`src/rtl/seg_scan_mux.sv`:
```
// seg_scan_mux: time-multiplexes packed hex nibbles onto one seven_seg decoder,
// with per-slot anti-ghost guard time, leading-zero blanking and a per-frame value latch.
module seg_scan_mux #(
    parameter int NUM_DIGITS   = 4,
    parameter int REFRESH_DIV  = 50000,
    parameter int GUARD_CYCLES = 500
) (
    input  logic                          clk,
    input  logic                          reset,
    input  logic                          run,
    input  logic [4*NUM_DIGITS-1:0]       value,
    input  logic                          blank_lz,
    output logic [3:0]                    digit,
    output logic                          enable,
    output logic [NUM_DIGITS-1:0]         anode_n,
    output logic [$clog2(NUM_DIGITS)-1:0] digit_idx,
    output logic                          frame_done
);
    localparam int IW = $clog2(NUM_DIGITS);
    localparam int PW = $clog2(REFRESH_DIV);

    typedef enum logic [1:0] {IDLE, GUARD, SHOW} state_t;

    state_t                  state;
    logic [PW-1:0]           presc;
    logic [IW-1:0]           idx;
    logic [4*NUM_DIGITS-1:0] shadow;
    logic [3:0]              nib;
    logic                    blank;
    logic                    slot_end;
    logic                    last;

    // a digit is a leading zero when it and every digit above it are zero
    assign nib      = shadow[4*idx +: 4];
    assign blank    = blank_lz && idx != '0 && (shadow >> (4*idx)) == '0;
    assign slot_end = presc == PW'(REFRESH_DIV-1);
    assign last     = idx == IW'(NUM_DIGITS-1);

    always_ff @(posedge clk) begin
        if (reset) begin
            state      <= IDLE;
            presc      <= '0;
            idx        <= '0;
            shadow     <= '0;
            digit      <= '0;
            enable     <= 1'b0;
            anode_n    <= '1;
            digit_idx  <= '0;
            frame_done <= 1'b0;
        end else if (!run) begin
            state      <= IDLE;
            digit      <= '0;
            enable     <= 1'b0;
            anode_n    <= '1;
            digit_idx  <= '0;
            frame_done <= 1'b0;
        end else begin
            frame_done <= 1'b0;
            enable     <= 1'b0;
            anode_n    <= '1;
            digit      <= nib;
            digit_idx  <= idx;
            case (state)
                IDLE: begin
                    state     <= GUARD;
                    presc     <= '0;
                    idx       <= '0;
                    shadow    <= value;
                    digit     <= '0;
                    digit_idx <= '0;
                end
                GUARD: begin
                    presc <= presc + 1'b1;
                    if (presc == PW'(GUARD_CYCLES-1)) state <= SHOW;
                end
                SHOW: begin
                    anode_n <= ~(NUM_DIGITS'(1) << idx);
                    enable  <= !blank;
                    if (slot_end) begin
                        state <= GUARD;
                        presc <= '0;
                        idx   <= last ? '0 : idx + 1'b1;
                        if (last) begin
                            frame_done <= 1'b1;
                            shadow     <= value;
                        end
                    end else begin
                        presc <= presc + 1'b1;
                    end
                end
                default: state <= IDLE;
            endcase
        end
    end
endmodule
```
`config.mk`:
```
export PLATFORM = sky130hd
export DESIGN_NAME = seg_scan_mux
export DESIGN_NICKNAME = d
export VERILOG_FILES = /design/src/rtl/seg_scan_mux.sv
export SDC_FILE = /design/constraint.sdc
export NUM_CORES = 1
export LEC_CHECK = 0
export ABC_AREA = 1
export BUFFER_PORTS_ARGS = -buffer_cell sky130_fd_sc_hd__buf_2
export CAP_MARGIN = 20
export CORE_MARGIN = 10
export CORE_UTILIZATION = 25
export DETAILED_ROUTE_END_ITERATION = 10
export PLACE_DENSITY = 0.4
export RECOVER_POWER = 100
export SKIP_CTS_REPAIR_TIMING = 1
export SLEW_MARGIN = 0
export SYNTH_ARGS = -nofsm -noshare
export SYNTH_HDL_FRONTEND = slang
export SYNTH_SLANG_ARGS = --single-unit
```
`constraint.sdc`:
```
create_clock -name clk -period 1.8 [get_ports clk]
set_clock_uncertainty 0.05 [all_clocks]
set_input_delay 0.27 -clock clk [delete_from_list [all_inputs] [get_ports clk]]
set_output_delay 0.27 -clock clk [all_outputs]
set_load 0.005 [all_outputs]
```
After elaboration in Yosys (flattened, before gate mapping)
Cells that the tools add are included.
{"block": "totals", "register_bits": 48, "latchBits": 0, "ramBits": 0, "mem_bits_ro": 0, "out_inout_bits": 12, "n_memories": 0}
{"block": "classes", "add_sub_neg": 2, "n_mul": 0, "div": 0, "n_lt_le_gt_ge": 0, "n_eq_ne": 8, "n_shift": 3, "muxes": 12, "bitwise_logic": 4, "n_reduce_logical": 16}
{"cell": "2-to-1 mux 16 bit", "count": 3}
{"cell": "one-hot mux 16 bit (3 select lines)", "count": 1}
{"cell": "one-hot mux 16 bit (2 select lines)", "count": 1}
{"cell": "adder 16 x 1 -> 16 bit (second input constant)", "count": 1}
{"cell": "== test 16 bit (second input constant)", "count": 1}
{"cell": "== test 16 x 9 -> 1 bit (second input constant)", "count": 1}
{"cell": "logical NOT 16 bit", "count": 1}
{"cell": "variable part select 16 x 5 -> 4 bit", "count": 1}
{"cell": ">> shifter 16 x 4 -> 16 bit", "count": 1}
{"cell": "2-to-1 mux 2 bit", "count": 4}
{"cell": "inequality test 2 bit (second input constant)", "count": 3}
{"cell": "one-hot mux 2 bit (3 select lines)", "count": 1}
{"cell": "OR reduction 3 bit", "count": 2}
{"cell": "== test 2 bit (second input constant)", "count": 2}
{"cell": "NOT 4 bit", "count": 1}
{"cell": "one-hot mux 2 bit (2 select lines)", "count": 1}
{"cell": "AND reduction 2 bit", "count": 2}
{"cell": "AND reduction 4 bit", "count": 1}
{"cell": "nonzero test 2 bit", "count": 2}
{"cell": "OR reduction 4 bit", "count": 1}
{"cell": "left shift 1 x 2 -> 4 bit (first input constant)", "count": 1}
{"cell": "NOT 1 bit", "count": 3}
{"cell": "AND reduction 3 bit", "count": 1}
{"cell": "nonzero test 3 bit", "count": 1}
{"cell": "other kinds (7)", "count": 8}

Logic depth before layout (Yosys ltp)
Gate-level depths: netlist of run 1.
{"block": "logic_depth", "ltp_word": 4, "mapped_depth": 11}

Least setup slack after synthesis of run 1
No wires, ideal clock.
{"block": "synth_path", "path_kind": "register to register", "from": "register presc[1]", "to": "register presc[13]", "setup_ns": 0.133, "arrival_ns": 1.390, "t_required_ns": 1.617, "path_slack_ns": 0.226, "path_stages_with_launch": 11, "path_cell_list": "dfxtp_1 -> ha_1 -> nand3_2 -> nor2_1 -> nand2_1 -> nand2_2 -> buf_6 -> nand2_8 -> buf_12 -> nand3_2 -> a21oi_2"}
{"block": "synth_between", "elab_chain_len": 3}
{"element": "start: declaration", "line_no": "25", "source": "logic [PW-1:0] presc;"}
{"element": "start signal: assignment", "line_no": "73", "source": "presc <= presc + 1'b1;"}
{"element": "start signal: assignment", "line_no": "88", "source": "presc <= presc + 1'b1;"}
{"element": "adder 16 x 1 -> 16 bit or == test 16 bit (tied branches)", "line_no": "73, 88, 36"}
{"element": "2-to-1 mux 16 bit", "line_no": "79", "source": "if (slot_end) begin"}
{"element": "one-hot mux 16 bit (3 select lines) *", "line_no": "63", "source": "case (state)"}
Mark *: on every way between the ends. The rest lies on a longest branch, timed or not.
A chain may end at the register's enable or synchronous reset.

Final worst setup path of run 1
{"block": "layout_path", "from": "register state[0]", "to": "register idx[0]"}
{"block": "layout_between", "elab_chain_len": 3}
{"element": "start: declaration", "line_no": "24", "source": "state_t state;"}
{"element": "start signal: assignment", "line_no": "41", "source": "state <= IDLE;"}
{"element": "start signal: assignment", "line_no": "51", "source": "state <= IDLE;"}
{"element": "start signal: assignment", "line_no": "65", "source": "state <= GUARD;"}
{"element": "== test 2 bit or logical NOT 2 bit (tied branches)", "line_no": "63"}
{"element": "inequality test 2 bit (no source line) or nonzero test 2 bit (tied branches)"}
{"element": "AND reduction 3 bit (no source line)"}
{"element": "end signal: assignment", "line_no": "82", "source": "idx <= last ? '0 : idx + 1'b1;"}
{"element": "end: declaration", "line_no": "26", "source": "logic [IW-1:0] idx;"}
Parallel ways exist; a longest one is shown, timed or not.

==> metrics.md, run 1 <==
| Metric | Value |
|---|---|
| Top cells by area in the synthesized netlist | `dfxtp_1 36%, nand2_1 14%, nor2_1 8.6%, inv_1 6.1%, ha_1 4.2%` |
| Post-Syn Instances | `between 300 and 400` |
| DP HPWL | `5630 um` |
| H-tree levels | `2` |
| Global routing met2 resource utilization | `roughly 17%` |
| Startpoint class of the critical path | `flop` |
| Pre-CTS worst setup slack | `roughly 0.021 ns` |
| Mean area per synthesized cell | `between 6 and 7 sq um` |
| Total power of the final layout | `about 2.2 mW` |
| Vias per std cell | `about 4.3` |
| Synth Warn # | `0` |
| Req. time, crit path | `roughly 2 ns` |
| Final Max Slew Viols | `0` |
| Initial DRT Pass Iterations | `4` |
| Gr busiest metal | `met2` |
| Total global routing track utilization | `9.75%` |
| Number of vias after detailed routing | `~2500` |
| Hold_ws | `between 0.1 and 0.15 ns` |
| Final cell count without fillers | `about 570` |
| Worst-margin pin slew | `about 0.36 ns` |
| Comb power frac | `17.1%` |
| Design internal power | `around 1.5 mW` |
| Post-synth cell types | `31` |
| Combined area of the multi-input logic cells | `approximately 0.0015 sq mm` |
| Height of the chip | `around 120 um` |
| Final Wtd Congestion | `0.810` |
| Routed wire per std cell | `between 10 and 15 um` |
| Post-route clock period utilization | `between 90% and 100%` |
| Worst Hold Path Cells | `3` |
| Layout cells sized above 1 | `approximately a fifth` |
| Routed Antenna Nets | `0` |
| IO Count | `32` |
| Kind of end point of the critical path | `flop` |
| Final hold violation count | `0` |
| RSZ-0062 raised after global routing | `no` |
| Total placed cells including tap cells | `between 500 and 600` |
| Storage element area | `a little under 0.001 sq mm` |
| Share of the synthesized area in the top cell type | `between 30% and 40%` |
| Post-route cell area | `around 0.0031 sq mm` |
| End point of the most critical hold path | `shadow[12]` |
| Clk Latency, worst-skew pair | `about 0.30 ns` |
| Switching part of the total power | `between 30% and 40%` |
| Via count of the first global-routing pass | `2457` |
| Met3 Usage GRT | `~2.2%` |
| F_max | `between 600 and 700 MHz` |
| Post-synthesis cell type with the largest combined area | `dfxtp_1` |
| Run status | `finished clean` |
| CP Max Fanout | `6` |
| First-pass GRT wire length | `~12000 um` |
| Total placed instance area | `between 0.003 and 0.004 sq mm` |
| P per Cell Area | `between 600 and 700 mW/mm^2` |
| Critical path class | `flop to flop` |
| Async set-reset flop share out of synthesis | `0%` |
| Initial standard-cell utilization of the core | `25.7%` |
| Finished Core Util | `30.5%` |
| Data arrival time of the worst path | `approximately 1.8 ns` |
| Register area share after synthesis | `36.2%` |
| Aggregate global routing overflow | `0` |
| Synthesized flop and latch total | `48` |
| Total routed wirelength | `around 7500 um` |
| Area grow syn2layout | `18.4%` |
| Clock transition time at the flip-flop clock pins of the worst setup and hold paths | `0.10 ns` |
| Remaining routing DRC violations | `0` |
| Initial drt markers | `between 100 and 150` |
| Clk network pwr share | `a little under a third` |
| Static leakage power | `about 1.3 nW` |
| Max-cap violations | `0` |
| Initial antenna violation count | `0` |
| Number of setup violations in the final report | `0` |
| Post-Synthesis Net Count | `a little over 400` |
| Die width | `123 um` |
| Peak VDD IR | `between 0.0002 and 0.0003 V` |
| Sequential power share | `51.9%` |
| Number of standard-cell rows in the floorplan | `37` |
| CTS tree | `built` |
| Cell area after technology mapping | `around 0.0027 sq mm` |
| Count of antenna diodes in the layout | `0` |
| Pin count of the biggest net entering global routing | `29` |
| End of the worst register-to-register path | `idx[0]` |
| Sum of negative setup slack | `0 ns` |
| Clock buffers created by TritonCTS | `5` |
| Primary flip-flop cell chosen by synthesis mapping | `dfxtp_1` |
| Setup slack on the worst flop-to-flop path | `between 0.1 and 0.15 ns` |
| NumNets Final | `about 460` |
| Buffers added on ports | `31` |
| Source of the worst hold timing path | `value[12]` |
| Top library cells by usage in the layout, fill and taps aside | `101 x nand2_1, 61 x nor2_1, 47 x dfxtp_1` |
| Time the final worst path needs with I/O delays and setup | `~1.7 ns` |
| Worst reg2reg startpoint | `state[0]` |
| Fillers | `about 1100` |
| Die area | `0.0151 sq mm` |
| # clock sinks | `48` |
| Number of enable flip-flop cells after synthesis | `0` |
| Logic depth of the worst register-to-register path | `9` |
| Area of the core | `0.0103 sq mm` |
| Worst slew margin | `roughly 76%` |
| Post-layout worst setup margin | `roughly 0.14 ns` |
| Met1 demand-to-capacity share in global routing | `11.9%` |
| Classification of the worst-slack hold path | `primary input to flop` |
| CTS root buf | `clkbuf_8` |
| Leading cell type in the layout, fill and taps excluded | `nand2_1` |
| Maximum number of buffers from clock root to sink | `2` |
| Switching power of the nets | `about 0.65 mW` |
area by class of cell:
| class | count | share of cell area, % |
|---|---|---|
| clock inverters | 3 | 0.597 |
| multi-input cells | 280 | 46.2 |
| well taps | 136 | 5.41 |
| inverters | 46 | 5.49 |
| clock buffers | 5 | 2.19 |
| flip-flops and latches | 48 | 30.6 |
| repair buffers | 51 | 9.55 |
synth_stat cells (all sizes together) (2+ instances only):
cell,number
nand2,110
nor2,65
dfxtp,48
inv,46
a21oi,27
nand3,26
o21ai,17
nand4,12
ha,9
buf,8
a211oi,3
clkbuf,3
nor3,2
o21bai,2
registers in the layout, indices dropped and copies added, names as in the netlist:
| signal | flops |
|---|---|
| presc | 16 |
| shadow | 16 |
| anode_n | 4 |
| digit | 4 |
| digit_idx | 2 |
| idx | 2 |
| state | 2 |
| enable | 1 |
| frame_done | 1 |
cell families (layout without fill, tap and decap cells):
| family | count (synthesis) | count (layout) | synth area share [%] |
|---|---|---|---|
| buf+inv | 57 | 105 | 9.47 |
| compound gates | 52 | 52 | 11.9 |
| fa+ha+maj | 9 | 9 | 4.24 |
| flops | 48 | 48 | 36.2 |
| simple gates | 218 | 219 | 38.2 |
per-layer routing:
layer	vias up	share of wire, %	wire, um
met5	-	0	0
li1	1317	-	-
met1	1109	48	3570
met3	11	4.5	333
met4	0	1.3	100
met2	34	46	3470
power groups by stage:
| stage | combinational [mW] | sequential [mW] | clock [mW] |
|---|---|---|---|
| 6_report | 0.369 | 1.12 | 0.669 |
| 3_5_place_dp | 0.360 | 1.15 | 0 |
| 3_3_place_gp | 0.362 | 1.14 | 0 |
| 5_1_grt | 0.421 | 1.13 | 0.727 |
| 2_1_floorplan | 0.263 | 1.14 | 0 |
| 4_1_cts | 0.361 | 1.12 | 0.701 |
worst max-delay path, stage by stage, from the launching register on:
cell and delay [ns]:
dfxtp_1 0.39, inv_1 0.09, ha_2 0.24, nor2_1 0.24, nor2_4 0.12, buf_4 0.15
nand2_1 0.10, nand2_1 0.07, nand2_1 0.06, nor2_1 0.05
how the worst max path moves through the flow:
stage	from	end	depth (start not counted)
global placement	state[0]	shadow[5]	7
CTS	state[0]	shadow[4]	7
global route	state[0]	shadow[7]	8
finish	state[0]	idx[0]	9
floorplan	presc[1]	presc[13]	10
detailed placement	state[0]	shadow[4]	7
(Power assumes the default switching activity.)
==> run 2, diff against run 1 <==
--- a/config.mk
+++ b/config.mk
@@ -7,13 +7,12 @@
 export LEC_CHECK = 0
 export ABC_AREA = 1
 export BUFFER_PORTS_ARGS = -buffer_cell sky130_fd_sc_hd__buf_2
-export CAP_MARGIN = 20
+export CORE_ASPECT_RATIO = 1.2
 export CORE_MARGIN = 10
 export CORE_UTILIZATION = 25
 export DETAILED_ROUTE_END_ITERATION = 10
 export PLACE_DENSITY = 0.4
 export RECOVER_POWER = 100
-export SKIP_CTS_REPAIR_TIMING = 1
 export SLEW_MARGIN = 0
 export SYNTH_ARGS = -nofsm -noshare
 export SYNTH_HDL_FRONTEND = slang
==> metrics.md, run 2 (synthesis results as in run 1) <==
| Metric | Value |
|---|---|
| Area grow syn2layout | `21.7%` |
| Crit path max-delay cell type | `dfxtp_1` |
| Routed wire per std cell | `between 10 and 15 um` |
| Switching part of the total power | `26.5%` |
| NumNets Final | `around 460` |
| Die width | `between 100 and 150 um` |
| Initial DRT Pass Iterations | `4` |
| Clk Latency, worst-skew pair | `~0.29 ns` |
| Initial standard-cell utilization of the core | `between 20% and 30%` |
| Kind of end point of the critical path | `flop` |
| # clock sinks | `48` |
| Total placed instance area | `between 0.003 and 0.004 sq mm` |
| Comb power frac | `between 10% and 20%` |
| Critical path's most frequent cell | `nand2_1` |
| Met3 routed WL | `~360 um` |
| P per Cell Area | `roughly 790 mW/mm^2` |
| Remaining routing DRC violations | `0` |
| Peak VDD IR | `about 0.00037 V` |
| Layout cells sized above 1 | `a little under a fifth` |
| Worst Hold Path Cells | `3` |
| Post-route cell area | `0.00323 sq mm` |
| Height of the chip | `133 um` |
| Max-cap violations | `0` |
| Data arrival time of the worst path | `~1.8 ns` |
| Clock transition time at the flip-flop clock pins of the worst setup and hold paths | `about 0.070 ns` |
| Count of buffering cells on the critical path with inverters included | `1` |
| Vias per std cell | `4.40` |
| Design internal power | `roughly 1.9 mW` |
| Die area | `around 0.015 sq mm` |
| Static leakage power | `between 1 and 1.5 nW` |
| Met1 layer wirelength in the final routing | `around 3300 um` |
| CTS tree | `built` |
| Req. time, crit path | `1.93 ns` |
| Routed Antenna Nets | `0` |
| Maximum number of buffers from clock root to sink | `2` |
| Startpoint class of the critical path | `flop` |
| F_max | `between 600 and 700 MHz` |
| Critical-path cell list | `nor2_4 > nand2_1 > nor2_1 > nand2_1 > nand2_4 > buf_12 > nand2_1 > o21ai_0 > nor2_1` |
| Routed wl met2 | `3520 um` |
| Total power of the final layout | `between 2 and 3 mW` |
| Crit. path cell count | `9` |
| H-tree levels | `2` |
| Clk network pwr share | `42.1%` |
| Initial drt markers | `135` |
| Sequential power share | `a little over two fifths` |
| Number of standard-cell rows in the floorplan | `~40` |
| First-pass GRT wire length | `~12000 um` |
| DP HPWL | `~5400 um` |
| Worst-margin pin slew | `0.361 ns` |
| Total global routing track utilization | `just under 10%` |
| Aggregate global routing overflow | `0` |
| Leading cell type in the layout, fill and taps excluded | `nand2_1` |
| Number of setup violations in the final report | `0` |
| Hold_ws | `around 0.14 ns` |
| Peak per-stage delay on the critical path | `approximately 0.38 ns` |
| Sum of negative setup slack | `0 ns` |
| CP Max Fanout | `7` |
| Buffers added on ports | `31` |
| Top library cells by usage in the layout, fill and taps aside | `102 x nand2_1, 60 x nor2_1, 48 x dfxtp_1` |
| Logic depth of the worst register-to-register path | `9` |
| Uppermost layer routed | `met4` |
| Pin count of the biggest net entering global routing | `19` |
| Final Max Slew Viols | `0` |
| Clock buffers created by TritonCTS | `5` |
| Run status | `finished clean` |
| RSZ-0062 raised after global routing | `no` |
| Final hold violation count | `0` |
| CTS root buf | `clkbuf_16` |
| Worst path top cell family by delay | `simple AND/OR/NAND/NOR gates` |
| Classification of the worst-slack hold path | `primary input to flop` |
| Switching power of the nets | `about 0.68 mW` |
| Post-route clock period utilization | `roughly 90%` |
| Initial antenna violation count | `0` |
| Critical path class | `flop to flop` |
| Worst slew margin | `between 70% and 80%` |
| Largest registers ranked by flip-flop count | `presc x16, shadow x16` |
| Via count of the first global-routing pass | `2517` |
| Finished Core Util | `30.9%` |
| Count of antenna diodes in the layout | `0` |
| Time the final worst path needs with I/O delays and setup | `1.65 ns` |
| Number of vias after detailed routing | `roughly 2500` |
| Final Wtd Congestion | `between 0.7 and 0.8` |
| Total routed wirelength | `between 7000 and 8000 um` |
| IO Count | `32` |
| Area of the core | `about 0.010 sq mm` |
run 2: power groups by stage:
stage          Sequential [mW]  Clock, mW  Combinational, mW
5_1_grt                   1.13       1.15              0.416
4_1_cts                   1.12       1.11              0.361
2_1_floorplan             1.14          0              0.263
6_report                  1.12       1.08              0.364
3_3_place_gp              1.15          0              0.351
3_5_place_dp              1.15          0              0.352
run 2: worst paths after layout:
path,from,end,slack [ns]
worst max-delay path,presc[10],state[0],0.15
worst max register to register,presc[10],state[0],0.15
worst min-delay path,value[10],shadow[10],0.14
worst min register to register,shadow[1],shadow[1],0.41
run 2: timing repair:
item                       CTS  global route
pin swaps                    1             3
setup endpoints to repair    9            24
hold buffers                 0             0
hold endpoints to repair     0             0
buffers inserted             0             3
cloned                       1             1
gates resized for setup      1             7
run 2: per-stage QoR:
stage          worst slack, ns  std cells
2_1_floorplan            0.226        384
3_3_place_gp            0.0191        551
3_5_place_dp           0.00475        551
4_1_cts                 0.0340        560
5_1_grt                0.00751        564
6_report                 0.153        564
run 2: metal layers:
metal / up-vias / track usage (%)
met1: 1091 / 11.2
met2: 49 / 16.4
met3: 14 / 2.58
li1: 1325 / -
met4: 0 / 4.11
met5: - / 0
run 2: final cells by class:
cell class / instances / area (sq um)
multi-input cells: 281 / 1470
repair buffers: 52 / 307
clock inverters: 2 / 35.0
well taps: 129 / 161
flip-flops and latches: 48 / 961
inverters: 46 / 173
clock buffers: 6 / 129
fillers: 1189 / 7230
run 2: worst min-delay path: stages:
cell and delay [ns]:
buf_2 0.07, nor2_1 0.03, nor2_1 0.08
